<file path="src/rtl/dsp_addr_sequencer.sv">
// dsp_addr_sequencer: loop sequencer driving addr_gen and MAC control.
// Walks N_SERIES x N_STATES x (STATE_TAPS+COMMON_TAPS) operand reads.
// Ports:
//   clk, rst_n        clock, async active-low reset
//   start, abort      run request (IDLE only), synchronous abort
//   addr_sel          to addr_gen: [0] inc st, [1] rst st, [2] inc cm, [3] rst cm
//   addr_ptr          to addr_gen: {bank, tap offset}
//   series_inc/rst    to addr_gen: series offset advance / clear
//   busy, done        run in progress, 1-cycle completion pulse
//   acc_valid/first/last  MAC flags aligned with addr_gen addr_out
module dsp_addr_sequencer #(
  parameter int OFFSET_WIDTH = 3,
  parameter int N_STATES     = 4,
  parameter int STATE_TAPS   = 4,
  parameter int COMMON_TAPS  = 2,
  parameter int N_SERIES     = 3,
  parameter int ADDR_LAT     = 3,
  parameter int GAP_CYCLES   = 2
) (
  input  logic                    clk,
  input  logic                    rst_n,
  input  logic                    start,
  input  logic                    abort,
  output logic [3:0]              addr_sel,
  output logic [OFFSET_WIDTH-1:0] addr_ptr,
  output logic                    series_inc,
  output logic                    series_rst,
  output logic                    busy,
  output logic                    acc_valid,
  output logic                    acc_first,
  output logic                    acc_last,
  output logic                    done
);

  localparam int OW   = OFFSET_WIDTH;
  localparam int TAPS = STATE_TAPS + COMMON_TAPS;
  localparam int SW   = (N_STATES > 1) ? $clog2(N_STATES) : 1;
  localparam int RW   = (N_SERIES > 1) ? $clog2(N_SERIES) : 1;
  localparam int CMAX = (GAP_CYCLES > ADDR_LAT) ? GAP_CYCLES : ADDR_LAT;
  localparam int CW   = (CMAX > 1) ? $clog2(CMAX) : 1;

  localparam logic [OW-1:0] TAP_END = OW'(TAPS - 1);
  localparam logic [OW-1:0] ST_TAPS = OW'(STATE_TAPS);
  localparam logic [SW-1:0] ST_END  = SW'(N_STATES - 1);
  localparam logic [RW-1:0] SER_END = RW'(N_SERIES - 1);
  localparam logic [CW-1:0] GAP_END =
    CW'((GAP_CYCLES > 0) ? GAP_CYCLES - 1 : 0);
  localparam logic [CW-1:0] LAT_END = CW'(ADDR_LAT - 1);

  typedef enum logic [1:0] {
    IDLE,
    RUN,
    GAP,
    DRAIN
  } state_t;

  state_t        state, n_state;
  logic [OW-1:0] tap, n_tap;
  logic [SW-1:0] st, n_st;
  logic [RW-1:0] ser, n_ser;
  logic [CW-1:0] cnt, n_cnt;
  logic          kill, fin;

  logic          n_rd, n_tl, n_sl, n_rl;
  logic [2:0]    iss;
  logic [ADDR_LAT-1:0][2:0] dly;

  function automatic logic [OW-1:0] ptr_of(
    input logic [OW-1:0] t
  );
    if (t < ST_TAPS)
      ptr_of = {1'b0, t[OW-2:0]};
    else
      ptr_of = {1'b1, (OW-1)'(t - ST_TAPS)};
  endfunction

  // Counters always describe the read of the
  // coming cycle, so outputs can be registered
  // without adding a cycle of issue latency.
  always_comb begin
    n_state = state;
    n_tap   = tap;
    n_st    = st;
    n_ser   = ser;
    n_cnt   = cnt;
    kill    = 1'b0;
    fin     = 1'b0;
    if (abort && state != IDLE) begin
      n_state = IDLE;
      n_tap   = '0;
      n_st    = '0;
      n_ser   = '0;
      n_cnt   = '0;
      kill    = 1'b1;
    end else begin
      unique case (state)
        IDLE: begin
          if (start && !abort)
            n_state = RUN;
        end
        RUN: begin
          if (tap == TAP_END) begin
            n_tap = '0;
            if (st != ST_END) begin
              n_st = st + 1'b1;
            end else begin
              n_st  = '0;
              n_cnt = '0;
              if (ser != SER_END) begin
                n_ser   = ser + 1'b1;
                n_state = (GAP_CYCLES > 0) ? GAP : RUN;
              end else begin
                n_ser   = '0;
                n_state = DRAIN;
              end
            end
          end else begin
            n_tap = tap + 1'b1;
          end
        end
        GAP: begin
          if (cnt == GAP_END) begin
            n_state = RUN;
            n_cnt   = '0;
          end else begin
            n_cnt = cnt + 1'b1;
          end
        end
        DRAIN: begin
          if (cnt == LAT_END) begin
            n_state = IDLE;
            n_cnt   = '0;
            fin     = 1'b1;
          end else begin
            n_cnt = cnt + 1'b1;
          end
        end
        default: n_state = IDLE;
      endcase
    end
  end

  assign n_rd = (n_state == RUN);
  assign n_tl = n_rd && (n_tap == TAP_END);
  assign n_sl = n_tl && (n_st == ST_END);
  assign n_rl = n_sl && (n_ser == SER_END);

  always_ff @(posedge clk or negedge rst_n) begin
    if (!rst_n) begin
      state      <= IDLE;
      tap        <= '0;
      st         <= '0;
      ser        <= '0;
      cnt        <= '0;
      addr_sel   <= '0;
      addr_ptr   <= '0;
      series_inc <= 1'b0;
      series_rst <= 1'b0;
      busy       <= 1'b0;
      done       <= 1'b0;
      iss        <= '0;
      dly        <= '0;
    end else begin
      state <= n_state;
      tap   <= n_tap;
      st    <= n_st;
      ser   <= n_ser;
      cnt   <= n_cnt;

      // Last tap of the last state resets both
      // bank counters; addr_gen still uses the
      // old count for this cycle's read.
      if (kill || n_sl)
        addr_sel <= 4'b1010;
      else if (n_tl)
        addr_sel <= 4'b0101;
      else
        addr_sel <= 4'b0000;

      series_inc <= n_sl && !n_rl;
      series_rst <= kill || n_rl;

      if (n_rd)
        addr_ptr <= ptr_of(n_tap);

      busy <= (n_state != IDLE);
      done <= fin;

      iss <= {n_rd, n_rd && (n_tap == '0), n_tl};
      if (kill) begin
        dly <= '0;
      end else begin
        dly[0] <= iss;
        for (int i = 1; i < ADDR_LAT; i++)
          dly[i] <= dly[i-1];
      end
    end
  end

  assign acc_valid = dly[ADDR_LAT-1][2];
  assign acc_first = dly[ADDR_LAT-1][1];
  assign acc_last  = dly[ADDR_LAT-1][0];

endmodule

</file>
<file path="config.mk">
export PLATFORM = sky130hd
export DESIGN_NAME = dsp_addr_sequencer
export DESIGN_NICKNAME = d
export VERILOG_FILES = /design/src/rtl/dsp_addr_sequencer.sv
export SDC_FILE = /design/constraint.sdc
export NUM_CORES = 1
export LEC_CHECK = 0
export ABC_CLOCK_PERIOD_IN_PS = 3500
export CAP_MARGIN = 10
export CORE_UTILIZATION = 50
export DETAILED_ROUTE_END_ITERATION = 10
export PLACE_DENSITY = 0.8
export SYNTH_ARGS = -nofsm -noshare
export SYNTH_HDL_FRONTEND = slang
export SYNTH_SLANG_ARGS = --single-unit
</file>
<file path="constraint.sdc">
create_clock -name clk -period 3.5 [get_ports clk]
set_input_delay 0.7 -clock clk [delete_from_list [all_inputs] [get_ports clk]]
set_output_delay 0.7 -clock clk [all_outputs]
set_load 0.05 [all_outputs]
</file>
==> out/results.txt, run 1 <==
slew at the pin with the worst max-slew slack: 545 ps
# setup viols final: 0
DR DRC count: 0
Reg-to-Reg Start: state[1]
async set-reset flop share out of synthesis: 100%
biggest area consumer among synthesized cells: dfrtp_1
reg2reg path depth: 6
R2R setup slack: 1500 ps
# nets final: 154
core area: 2760 sq um
min cycle time layout: 2310 ps
Post-synth top cells: dfrtp_1, and2_1, nor2_1
register area share after synthesis: 54.8%
top-count cell post-synth: dfrtp_1
PD cells: 571 nW/um^2
status: completed
Slew HR: 63.7%
crit path max fanout: 13
worst hold slack: 458 ps
CTS resizes: 0
setup TNS: 0 ps
Placer Congestion: 0.820
post-synth top area share: 54.8%
Startpoint Class: input pin
grt ovf: 0
Worst setup EP type: register
die area: 3140 sq um
Routed WL: 2630 microns
Clk Latency, worst-skew pair: 330 ps
largest cells by area after synthesis: dfrtp_1, and2_1, mux2_4
hold crit path type: reg2reg
routed len/inst: 14.6 microns
Overall Global Routing Usage: 19.9%
Post-synth top flop: dfrtp_1
data arrival time of the worst path: 2530 ps
Leak: 0.815 nW
overall power: 0.980 mW
n_diodes: 0
Post-CTS Hold Fix Bufs: 0
Area growth syn-to-layout: 17.5%
Warnings, synthesis: 0
Worst-path clk slew: 110 ps
VDD IR max: 0.568 mV
io pins: 18
DR iter-0 viols: 51
die width: 56.1 microns
TritonCTS clock tree: done
final antenna-violating net count: 0
Die Ht: 56.1 microns
clk buf depth: 2
detailed-route vias per instance: 5.70
RSZ-0062 raised after global routing: false
H-Tree Depth: 2
flops & latches, synth: 32
IO Port Bufs: 17
Crit Path Category: in2reg
Hold Startpoint: iss[2]
synthesized instance count: 130
Netlist cell types: 43
fin. max-slew vios: 0
Fillers: 220
FMAX: 434 MHz
TritonCTS buffer count: 5
CP Capture Point: series_rst
Hold Vio Cnt, Final: 0
postcts setup bufs: 0
initial core utilization: 53.0%
Cell Rows: 19
largest net degree at the start of global routing: 33
Mapped Avg Cell Area: 11.2 sq um
DP HPWL: 1790 microns
first-pass GRT wire length: 4750 microns
CP startpoint: abort
Setup Skew: 12.2 ps
layout cells sized above 1: 12.8%
CP required: 3720 ps
Mapped Area: 1460 sq um
net count after synthesis: 136
Max Cap Viol: 0
drt pass-1 iters: 4
initial antenna violation count: 0
Post-synth EDFFs: 0
Vias: 1026
CTS sink count: 32
Root Buffer: clkbuf_4
reg-to-reg endpoint: addr_ptr[0]
Final Cycle Share: 65.9%
vias in the first global route: 1034
layer usage:
layer  vias to the layer above  share of wire [%]  GRT usage [%]
li1                        496                  -              -
met1                       495                 46           26.7
met2                        31                 48           29.1
met3                         4                5.2           7.67
met4                         0                1.1           8.01
met5                         -                  0              0
worst max-delay path, cell delays in order:
cell and delay (ps):
clkdlybuf4s50_1 600, nand4bb_1 310, o32ai_1 300, and4bb_1 270, nand3_1 120, inv_2 50, a31o_1 160
where the power goes:
part	switching, mW	leakage (nW)	total, mW	internal [mW]
Sequential	0.0466	0.428	0.463	0.416
Clock	0.126	0.0412	0.275	0.149
Combinational	0.143	0.346	0.243	0.100
through the flow:
step	cells	utilization [%]	worst slack (ps)	area, sq um
finish	180	62.3	1190	1720
detailed placement	172	59.3	848	1640
CTS	180	62.3	1210	1720
floorplan	130	-	1710	1460
global route	180	62.3	1060	1720
global placement	172	59.3	934	1640
cell usage in the layout (no fill, tap or decap), types with 3 or more instances in the layout:
cell,synthesis,final
nor3_1,4,4
nand2_1,7,7
dfrtp_1,32,32
nand2b_1,3,3
and2_1,9,9
clkbuf_4,0,5
nor2b_1,3,3
nor2_1,8,8
clkdlybuf4s50_1,0,17
o21ai_0,3,3
mux2_4,3,3
inv_1,6,6
nand4bb_1,3,3
nand4_1,3,3
a21oi_1,4,4
flip-flops by register name (all words and copies together) (netlist names), 2 cells and up:
name / count
dly: 6
addr_ptr: 3
iss: 3
tap: 3
addr_sel: 2
cnt: 2
ser: 2
st: 2
state: 2
worst min path at each step:
stage,end,slack [ps],depth (start not counted)
global placement,acc_valid,430,1
CTS,acc_first,460,1
detailed placement,dly[3],440,1
finish,dly[2],460,1
floorplan,acc_first,400,0
global route,dly[2],470,1
cell type report:
class | instances | area, sq um | share of cell area [%]
Clock buffer | 5 | 37.5 | 2.19
Inverter | 8 | 30.0 | 1.75
Clock inverter | 3 | 42.5 | 2.48
Tap cell | 31 | 38.8 | 2.26
Timing Repair Buffer | 19 | 185 | 10.8
Multi-Input combinational cell | 82 | 582 | 33.9
Sequential cell | 32 | 801 | 46.6
kinds of logic after synthesis:
group                    Yosys count  share of synthesized area (%)
AND/OR/NAND/NOR                   51                           21.3
AO/OA/AOI/OAI                     25                           13.0
adder cells (fa/ha/maj)            2                           1.71
flip-flops                        32                           54.8
buffers and inverters             16                           5.39
multiplexers                       4                           3.77
(Power assumes the default switching activity.)
==> run 2: changes to the inputs <==
--- a/config.mk
+++ b/config.mk
@@ -5,7 +5,7 @@
 export SDC_FILE = /design/constraint.sdc
 export NUM_CORES = 1
 export LEC_CHECK = 0
-export ABC_CLOCK_PERIOD_IN_PS = 3500
+export ABC_CLOCK_PERIOD_IN_PS = 2400
 export CAP_MARGIN = 10
 export CORE_UTILIZATION = 50
 export DETAILED_ROUTE_END_ITERATION = 10
==> constraint.sdc (replaced) <==
create_clock -name clk -period 2.4 [get_ports clk]
set_input_delay 0.48 -clock clk [delete_from_list [all_inputs] [get_ports clk]]
set_output_delay 0.48 -clock clk [all_outputs]
set_load 0.05 [all_outputs]
==> run 2 against run 1 <==
  * Cell area grew 0.66%
  * Highest routed layer unchanged
  * Sequential share of layout area shrank 0.30 points
  * Clock power grew 45%
  * Flip-flop and latch count is the same
==> out/results.txt, run 2 (same netlist as run 1, synthesis figures left out) <==
Cell Rows: 19 (unchanged)
clock power share: 27.8% (-0.2 points)
DR iter-0 viols: 40 (-22%)
Placer Congestion: 0.835 (+1.8%)
Leak: 0.826 nW (+1.4%)
detailed-route vias per instance: 5.68 (-0.42%)
clk buf depth: 2 (unchanged)
Area after DPL: 1650 sq um (+0.92%)
VDD IR max: 0.851 mV (+50%)
n_diodes: 0 (unchanged)
routed length on met3: 124 microns (-10%)
final antenna-violating net count: 0 (unchanged)
initial core utilization: 53.0% (unchanged)
Slew HR: 64.8% (+1.1 points)
Crit Path Category: reg2reg
cell-internal power: 0.972 mW (+46%)
hold crit path type: reg2reg
die area: 3140 sq um (unchanged)
io pins: 18 (unchanged)
# nets final: 156 (+1.3%)
R2R setup slack: 360 ps (-1140 ps)
slew at the pin with the worst max-slew slack: 529 ps (-16.5 ps)
Hold Startpoint: iss[0]
DR DRC count: 0 (unchanged)
Clk Latency, worst-skew pair: 320 ps (about the same)
data arrival time of the worst path: 2260 ps (-270 ps)
FMAX: 491 MHz
Area growth syn-to-layout: 18.2%
CP max-delay cell: dfrtp_1
setup TNS: 0 ps (unchanged)
fin util: 62.7% (+0.41 points)
CTS sink count: 32 (unchanged)
status: completed
worst hold stages: 1 (unchanged)
crit path cell chain: and4bb_1 > nand3_1 > o211a_1 > nand2_2 > inv_2 > mux2_4
CP peak stage delay: 580 ps (-20 ps)
Final Cycle Share: 84.9%
Reg-to-Reg Start: state[1]
reg2reg path depth: 6 (unchanged)
Max Cap Viol: 0 (unchanged)
crit path max fanout: 19 (+6)
first-pass GRT wire length: 4860 microns (+2.2%)
min cycle time layout: 2040 ps
Worst-path clk slew: 100 ps (about the same)
initial antenna violation count: 0 (unchanged)
commonest cells after routing, fill and taps aside: dfrtp_1, clkdlybuf4s50_1, and2_1
TritonCTS buffer count: 5 (unchanged)
Worst Hold Path EP: dly[0]
DR WL met2: 1310 microns (+4.4%)
overall power: 1.43 mW (+46%)
Worst setup EP type: register
Die Ht: 56.1 microns (unchanged)
fin. max-slew vios: 0 (unchanged)
Hold Vio Cnt, Final: 0 (unchanged)
RSZ-0062 raised after global routing: false
P_sw: 0.462 mW (+46%)
most common cell after layout, fill and taps aside: dfrtp_1
reg-to-reg endpoint: addr_ptr[2]
drt pass-1 iters: 4 (unchanged)
Vias: 1033 (+0.68%)
DP Worst Slack: 179 ps (-669 ps)
PD cells: 830 nW/um^2 (+45%)
CTS resizes: 0 (unchanged)
Post-CTS Hold Fix Bufs: 0 (unchanged)
H-Tree Depth: 2 (unchanged)
CP required: 2620 ps (-1100 ps)
IO Port Bufs: 17 (unchanged)
part of the power in registers: 47.2% (about the same)
grt ovf: 0 (unchanged)
Root Buffer: clkbuf_4
Largest Register: dly
Net Sw Frac: 32.2% (about the same)
Overall Global Routing Usage: 20.0% (+0.14 points)
max layer used: met4
core area: 2760 sq um (unchanged)
Startpoint Class: register
Largest register FFs: 6 (unchanged)
routed len/inst: 14.9 microns (+2.2%)
met1 wire length: 1240 microns (+2.9%)
die width: 56.1 microns (unchanged)
Routed WL: 2720 microns (+3.3%)
Final Worst Setup Slack: 362 ps (-832 ps)
layout cells sized above 1: 13.2% (+0.49 points)
largest net degree at the start of global routing: 33 (unchanged)
Setup Skew: 13.5 ps (+1.28 ps)
Comb power frac: 25.0% (+0.2 points)
TritonCTS clock tree: done
# setup viols final: 0 (unchanged)
DP HPWL: 1890 microns (+5.2%)
postcts setup bufs: 0 (unchanged)
Design Area, Final: 1730 sq um (+0.66%)
vias in the first global route: 1087 (+5.1%)
-- run 2: cell types whose count changed in the layout (fill, tap and decap cells not counted) --
cell        delta
buf_4          +2
clkbuf_1       +1
clkinvlp_4     -1
-- run 2: power by group through the flow --
stage	Sequential, mW	Combinational [mW]	Clock (mW)
2_1_floorplan	0.763	0.164	0
3_3_place_gp	0.678	0.351	0
3_5_place_dp	0.685	0.360	0
4_1_cts	0.675	0.361	0.409
5_1_grt	0.688	0.382	0.429
6_report	0.676	0.359	0.398
-- run 2: layer usage --
layer	vias up	track usage (%)
li1	496	-
met1	505	25.5
met2	27	32.5
met3	5	6.05
met4	0	6.97
met5	-	0
-- run 2: how the worst max path moves through the flow --
| stage | from | endpoint | slack [ps] |
|---|---|---|---|
| floorplan | st[0] | addr_ptr[0] | 700 |
| CTS | state[1] | addr_ptr[2] | 380 |
| detailed placement | abort | series_rst | 180 |
| global placement | abort | series_rst | 230 |
| global route | state[1] | addr_ptr[2] | 240 |
| finish | state[1] | addr_ptr[2] | 360 |
-- run 2: area by class of cell --
class	count	area [sq um]
Clock buffer	6	41.3
Clock inverter	2	35.0
Fill cell	228	1030
Inverter	8	30.0
Multi-Input combinational cell	82	582
Sequential cell	32	801
Tap cell	31	38.8
Timing Repair Buffer	21	200
-- run 2: per-stage QoR --
stage               cells  hold slack, ps
floorplan             130             184
global placement      174             431
detailed placement    174             444
CTS                   182             461
global route          182             484
finish                182             458
-- run 2: critical path: cells and delay by family (launching register included) --
family	cells	cell delay (ps)
and+or+nand+nor	3	650
DFF	1	580
AOI/OAI and AO/OA	1	320
muxes	1	300
buffers and inverters	1	70
